$ cat config.mk
export PLATFORM = sky130hd
export DESIGN_NAME = pushbutton_in_flat
export DESIGN_NICKNAME = d
export VERILOG_FILES = /design/src/rtl/pushbutton_in_if.sv /design/src/rtl/pushbutton_in.sv /design/src/flat_wrapper.sv
export SDC_FILE = /design/constraint.sdc
export NUM_CORES = 1
export LEC_CHECK = 0
export BUFFER_PORTS_ARGS = -buffer_cell sky130_fd_sc_hd__buf_2
export CAP_MARGIN = 20
export CORE_ASPECT_RATIO = 0.8
export CORE_UTILIZATION = 46
export DETAILED_ROUTE_END_ITERATION = 8
export PLACE_DENSITY = 0.66
export SYNTH_ARGS = -nofsm -noshare
export SYNTH_HDL_FRONTEND = slang
export SYNTH_SLANG_ARGS = --single-unit
$ cat constraint.sdc
create_clock -name clk -period 1.3 [get_ports clk]
set_input_delay 0.13 -clock clk [delete_from_list [all_inputs] [get_ports clk]]
set_output_delay 0.13 -clock clk [all_outputs]
set_load 0.05 [all_outputs]
$ cat src/rtl/pushbutton_in_if.sv
`default_nettype none
// ============================================================================
// Module   : pushbutton_in_if
// Purpose  : Button-conditioner signal bundle between the processor side and
//            the pushbutton_in conditioner.
// Revision : 1.0 - initial release
// ============================================================================
interface pushbutton_in_if #(
    parameter int WIDTH = 4
);
    logic [WIDTH-1:0] buttons_raw;
    logic             rd_en;
    logic [WIDTH-1:0] data_out;
    logic [WIDTH-1:0] level;
    logic [WIDTH-1:0] press_evt;
    logic             pending;

    // Processor / board side: drives raw buttons and the read strobe.
    modport master (
        output buttons_raw,
        output rd_en,
        input  data_out,
        input  level,
        input  press_evt,
        input  pending
    );

    // Conditioner side.
    modport slave (
        input  buttons_raw,
        input  rd_en,
        output data_out,
        output level,
        output press_evt,
        output pending
    );
endinterface
`default_nettype wire

$ cat src/rtl/pushbutton_in.sv
`default_nettype none
// ============================================================================
// Module   : pushbutton_in
// Purpose  : Synchronise, debounce and sticky-latch the 4-bit PUSHBUTTONS port
//            ahead of the processor's input bus driver.
// Revision : 1.0 - initial release
// ============================================================================
module pushbutton_in #(
    parameter int WIDTH           = 4,
    parameter int DEBOUNCE_CYCLES = 16,
    parameter bit STICKY          = 1'b1
) (
    input  wire logic       clk,
    input  wire logic       reset,
    pushbutton_in_if.slave  bus
);
    localparam int CNT_W = $clog2(DEBOUNCE_CYCLES);
    localparam logic [CNT_W-1:0] c_CNT_MAX = CNT_W'(DEBOUNCE_CYCLES - 1);
    localparam logic [CNT_W-1:0] c_CNT_ONE = CNT_W'(1);

    logic [WIDTH-1:0]            r_sync1;
    logic [WIDTH-1:0]            r_sync2;
    logic [WIDTH-1:0]            r_level;
    logic [WIDTH-1:0][CNT_W-1:0] r_cnt;
    logic [WIDTH-1:0]            r_rise;
    logic [WIDTH-1:0]            r_press_evt;
    logic [WIDTH-1:0]            r_sticky;

    logic [WIDTH-1:0]            w_level_nxt;
    logic [WIDTH-1:0][CNT_W-1:0] w_cnt_nxt;
    logic [WIDTH-1:0]            w_set;
    logic [WIDTH-1:0]            w_sticky_nxt;

    // Per-bit debounce: a level is only accepted after DEBOUNCE_CYCLES
    // consecutive mismatching samples; any match in between restarts the count.
    generate
        for (genvar i = 0; i < WIDTH; i++) begin : g_bit
            logic w_match;
            logic w_accept;

            assign w_match  = (r_sync2[i] == r_level[i]);
            assign w_accept = !w_match && (r_cnt[i] == c_CNT_MAX);

            assign w_level_nxt[i] = w_accept ? r_sync2[i] : r_level[i];
            assign w_cnt_nxt[i]   = (w_match || w_accept) ? '0
                                                          : r_cnt[i] + c_CNT_ONE;
            assign w_set[i]       = w_accept && r_sync2[i];
        end
    endgenerate

    // Set has priority over the read-clear so a press landing on a read is kept.
    assign w_sticky_nxt = w_set | (r_sticky & ~{WIDTH{bus.rd_en}});

    always_ff @(posedge clk) begin
        if (!reset) begin
            r_sync1     <= '0;
            r_sync2     <= '0;
            r_level     <= '0;
            r_cnt       <= '0;
            r_rise      <= '0;
            r_press_evt <= '0;
            r_sticky    <= '0;
        end else begin
            r_sync1     <= bus.buttons_raw;
            r_sync2     <= r_sync1;
            r_level     <= w_level_nxt;
            r_cnt       <= w_cnt_nxt;
            r_rise      <= w_set;
            r_press_evt <= r_rise;
            r_sticky    <= w_sticky_nxt;
        end
    end

    generate
        if (STICKY) begin : g_out_sticky
            assign bus.data_out = r_sticky;
        end else begin : g_out_level
            assign bus.data_out = r_level;
        end
    endgenerate

    assign bus.level     = r_level;
    assign bus.press_evt = r_press_evt;
    assign bus.pending   = |r_sticky;

endmodule
`default_nettype wire

$ cat src/flat_wrapper.sv
// flat-port wrapper written by rule: the top's interface ports become plain ports
module pushbutton_in_flat 
#(
    parameter int WIDTH           = 4,
    parameter int DEBOUNCE_CYCLES = 16,
    parameter bit STICKY          = 1'b1
)
  (clk, reset, bus_buttons_raw, bus_rd_en, bus_data_out, bus_level, bus_press_evt, bus_pending);
  pushbutton_in_if #(.WIDTH(WIDTH)) bus_i ();
  input  wire logic clk;
  input  wire logic reset;
  input wire logic [$bits(bus_i.buttons_raw)-1:0] bus_buttons_raw;
  input wire logic [$bits(bus_i.rd_en)-1:0] bus_rd_en;
  output wire logic [$bits(bus_i.data_out)-1:0] bus_data_out;
  output wire logic [$bits(bus_i.level)-1:0] bus_level;
  output wire logic [$bits(bus_i.press_evt)-1:0] bus_press_evt;
  output wire logic [$bits(bus_i.pending)-1:0] bus_pending;
  assign bus_i.buttons_raw = bus_buttons_raw;
  assign bus_i.rd_en = bus_rd_en;
  assign bus_data_out = bus_i.data_out;
  assign bus_level = bus_i.level;
  assign bus_press_evt = bus_i.press_evt;
  assign bus_pending = bus_i.pending;
  pushbutton_in #(.WIDTH(WIDTH), .DEBOUNCE_CYCLES(DEBOUNCE_CYCLES), .STICKY(STICKY)) u_core (.clk(clk), .reset(reset), .bus(bus_i));
endmodule
-- After elaboration in Yosys (flattened, before gate mapping)
Index checks and enable logic that the tools add are counted.
- add/sub/neg operators: 4
- equal/unequal tests: 8
- bitwise logic cells: 4
- reductions and logical operators: 21
- operator list (cell ; count):
    $add A4 B1 Y4 const B ; 4
    $eq A4 B4 Y1 const B ; 4
    $logic_and A1 B1 Y1 ; 8
    $reduce_or A2 Y1 ; 4
    $and A4 B4 Y4 ; 1
    $eq A1 B1 Y1 ; 4
    $logic_not A1 Y1 ; 4
    $logic_or A1 B1 Y1 ; 4
    $not A4 Y4 ; 1
    $or A4 B4 Y4 ; 1
    $reduce_or A4 Y1 ; 1
    $not A1 Y1 ; 1
- bits of input ports: 7
- word-level logic and storage cells: 50
- flip-flop bits (word level): 40
- output and inout port bits: 13

-- Depth between registers and ports, before layout
- depth after elaboration: 5
- depth in mapped cells: 4
- depth with buffers taken out: 4

-- Worst setup path after synthesis
OpenSTA, ideal clock, no wires.
- kind: reg-to-output
- start point: reg u_core.r_sticky[2], in the netlist u_core.bus.data_out[2]
- end point: out bus_pending
- path buffers: 0
- required time: 1170 ps
- arrival time: 1292 ps
- path slack: -122 ps
- stages on the path, launching flop included: 2
- cells stage by stage: dfxtp_1 > or4_1
- cells in the longest elaborated chain, start to end: 1
- RTL lines (what ; RTL line ; text):
    start: declaration ; pushbutton_in.sv:27 ; logic [WIDTH-1:0] r_sticky;
    start signal: assignment ; pushbutton_in.sv:70 ; r_sticky <= w_sticky_nxt;
    $reduce_or A4 Y1 ; pushbutton_in.sv:84 ; assign bus.pending = |r_sticky;
    end: declaration ; flat_wrapper.sv:17 ; output wire logic [$bits(bus_i.pending)-1:0] bus_pending;
Every way passes these cells.

-- Worst setup path in the final report
- start point: reg u_core.r_sticky[1], in the netlist u_core.bus.data_out[1]
- end point: out bus_pending
The elaborated chain is that of the path after synthesis.

==> key figures <==
Setup path
  – Buf+Inv Stages, Crit Path: 1
  – Max incr delay on CP: 530 ps
  – Setup Crit Path Kind: flip-flop to output port
  – Gate family responsible for the most delay along the worst path: simple AND/OR/NAND/NOR gates
  – Worst flop-to-flop path endpoint: u_core.r_rise[2]$_SDFF_PN0_
  – Critical path startpoint category: flip-flop
  – Required time reported for the critical path endpoint: approximately 1200 ps
  – Series of cell instances along the critical path: or4_4 > buf_8
  – Critical R2R Launch: u_core.r_cnt[8]$_SDFF_PP0_
  – R2R depth: 4
  – Register-to-register setup slack: 130 ps
  – Arrival time at the worst endpoint: about 1300 ps
  – Maximum net fanout on the critical path: 3
  – Library cell contributing the largest single delay on the critical path: sky130_fd_sc_hd__or4_4
  – Endpoint kind of the worst setup timing path: output port

Power and ir drop
  – Peak supply drop: 0.736 mV
  – Power Dens Cells: 1280 nW/um^2
  – Total power: 2.12 mW
  – Static leakage: 0.774 nW

Detailed routing
  – Detailed-route wire length per cell: 10.4 microns
  – Drt total wl: a little under 2000 microns
  – Detailed-route vias per instance: 4.66
  – Routed vias: 886
  – Post-detailed-route count of antenna-violating nets: 0
  – DRC Markers: 0
  – Router iterations before antenna repair: 4
  – Starting DRC count in detailed routing: 32

Worst hold path
  – Min-Delay Startpoint: bus_buttons_raw[3]
  – Hold/Removal Path Class: primary input to flip-flop
  – Worst hold path cell count: 2
  – Endpoint, Worst Hold: u_core.r_sync1[3]$_SDFF_PN0_

Clock network
  – Post-cts hold buffer count: 0
  – Setup repair bufs after CTS: 0
  – Number of buffers inserted during clock tree synthesis: 5
  – Maximum level of the CTS H-tree: 2
  – TritonCTS sink count: 40
  – Worst-Skew Late Latency: 290 ps
  – TritonCTS clock tree: done
  – CTS root buf: sky130_fd_sc_hd__clkbuf_8
  – Reg clk slew, reported paths: about 70 ps
  – Maximum root-to-sink buffer count: 2

STA
  – Worst hold slack after final layout: about 44 ps
  – Share of the cycle needed by the critical path after routing: 110%
  – Rel. slew slack: 72.3%
  – Final period demand of the worst path: between 1000 and 1500 ps
  – Unrepaired setup endpoints after global routing: yes
  – Final hold vios: 0
  – Final critical-path setup slack: -136 ps
  – Max Clock Skew: about 3.3 ps
  – Maximum clock frequency: 0.696 GHz
  – Number of failing setup endpoints in the final timing report: 1
  – Final number of max-transition violations: 0
  – Worst Max-Slew Pin Slew: roughly 410 ps

Floorplanning
  – Vertical die dimension: 51.6 microns
  – Number of top-level pins: 20
  – Std-Cell Rows: 17
  – Placeable Area: about 2800 sq um
  – Die boundary width: 64.0 microns
  – Effective utilization at floorplan: approximately half
  – Die area: 3300 sq um

Logic synthesis
  – Flip-flop and latch count after synthesis: 40
  – Mapped Area: 1420 sq um
  – Post-synthesis cell type with the largest combined area: sky130_fd_sc_hd__dfxtp_1
  – Sequential cell area fraction in the yosys report: between 50% and 60%
  – Post-synth net total: 139
  – Cells after synthesis: 128
  – Number of distinct library cells after synthesis: 18
  – Post-Synthesis Mean Instance Area: between 10 and 15 sq um
  – Synth top area share: roughly 57%
  – Dominant cells by area after synthesis: sky130_fd_sc_hd__dfxtp_1, sky130_fd_sc_hd__xor2_1, sky130_fd_sc_hd__and2_1
  – Synth warnings: 0

Placement
  – Routability Congestion: 0.671
  – Cell area after placement: approximately 1500 sq um
  – Placed insts: between 150 and 200
  – Placed wire-length estimate after detailed placement: 1400 microns
  – Worst slack at placement: 137 ps
  – Quantity of I/O buffers inserted on ports: 19

Cells and area
  – Fin nets: 162
  – Count of antenna diodes in the layout: 0
  – Filler-free cell count of the finished design: 190
  – Fin area: 1650 sq um
  – Layout area overhead: 16.8%
  – Number of fill cells in the layout: approximately 250
  – Share of layout cells above drive strength 1: 26.3%

Global routing
  – First-pass GRT wire length: 3370 microns
  – Residual overflow from global routing: 0
  – Vias in the first global route: 780
  – Gr usage total: 14.3%
  – Largest net degree at the start of global routing: 33
  – Initial antenna violation count: 0

Outcome
  – Failing checks: setup timing
  – Outcome: complete, but fails checks

Flow run
  – Maximum Capacitance Violations: 0
==> per-layer routing <==
metal  part of all wire [%]  vias up  track usage (%)
met5                      0        -                0
li1                       -      462                -
met1                     47      406             16.1
met3                    4.4        4             7.89
met2                     47       14             21.6
met4                    1.2        0             7.95
==> power breakdown <==
group | total (mW) | leakage (nW) | internal, mW | switching (mW)
combinational | 0.0431 | 0.398 | 0.0209 | 0.0223
sequential | 1.25 | 0.325 | 1.24 | 0.00811
clock | 0.825 | 0.0510 | 0.423 | 0.402
total | 2.12 | 0.774 | 1.68 | 0.433
==> synthesized netlist by cell type, drive strengths merged <==
library cell / instances
nand3: 12
and3: 4
or4: 1
dfxtp: 40
xor2: 12
nor2b: 8
mux2i: 4
nor3b: 4
ha: 4
clkbuf: 2
nor2: 12
and2: 16
buf: 1
o21a: 4
inv: 4
==> placed cells by master (no fill, tap or decap), drive strengths merged <==
master,instances
or4,1
o21a,4
dfxtp,40
and3,4
clkbuf,6
clkinv,2
xor2,12
mux2i,4
nor2,12
nand3,12
nor2b,8
buf,19
nor3b,4
inv,4
and2,16
ha,4
==> worst reg2reg max path, delay by kind of cell (launching register included) <==
family                   cells  cell delay, ps
AND/OR/NAND/NOR              3             530
adder cells (fa/ha/maj)      1             210
flip-flops                   1             370
==> flip-flops by register name, indices dropped and copies added (netlist names) <==
register              flops
u_core.bus.data_out       4
u_core.bus.level          4
u_core.bus.press_evt      4
u_core.r_cnt             16
u_core.r_rise             4
u_core.r_sync1            4
u_core.r_sync2            4
==> logic make-up after synthesis <==
logic type	Yosys count	share of synthesized area, %
AND/OR/NAND/NOR	57	25.5
flip-flops	40	56.6
XOR/XNOR	12	7.43
buffers and inverters	7	2.03
AO/OA/AOI/OAI	4	2.12
multiplexers	4	2.83
adder cells (fa/ha/maj)	4	3.54
==> stage by stage <==
step,TNS (ps),utilization [%]
2_1_floorplan,0,-
3_3_place_gp,0,54.7
3_5_place_dp,0,54.7
4_1_cts,-143,58.2
5_1_grt,-165,58.4
6_report,-136,58.4
==> area by class of cell <==
class / instances / area [sq um] / area share, %
clock buffers: 6 / 82.6 / 5.00
clock inverters: 2 / 10.0 / 0.606
inverters: 4 / 15.0 / 0.908
multi-input cells: 81 / 589 / 35.7
flip-flops and latches: 40 / 803 / 48.6
well taps: 38 / 47.5 / 2.88
repair buffers: 19 / 105 / 6.36
==> how the worst max path moves through the flow <==
stage | end | startpoint | slack, ps | depth (start not counted)
finish | bus_pending | u_core.bus.data_out[1]$_SDFF_PN0_ | -140 | 2
global route | bus_pending | u_core.bus.data_out[1]$_SDFF_PN0_ | -170 | 2
CTS | bus_pending | u_core.bus.data_out[2]$_SDFF_PN0_ | -140 | 2
detailed placement | bus_pending | u_core.bus.data_out[2]$_SDFF_PN0_ | 140 | 2
global placement | bus_pending | u_core.bus.data_out[2]$_SDFF_PN0_ | 150 | 2
floorplan | bus_pending | u_core.bus.data_out[2]$_SDFF_PN0_ | 3 | 1
==> timing repair <==
item,in CTS,in global routing
endpoints found under the setup margin,1,1
gates resized for setup,2,3
pin swaps,0,1
(Power assumes the default switching activity.)
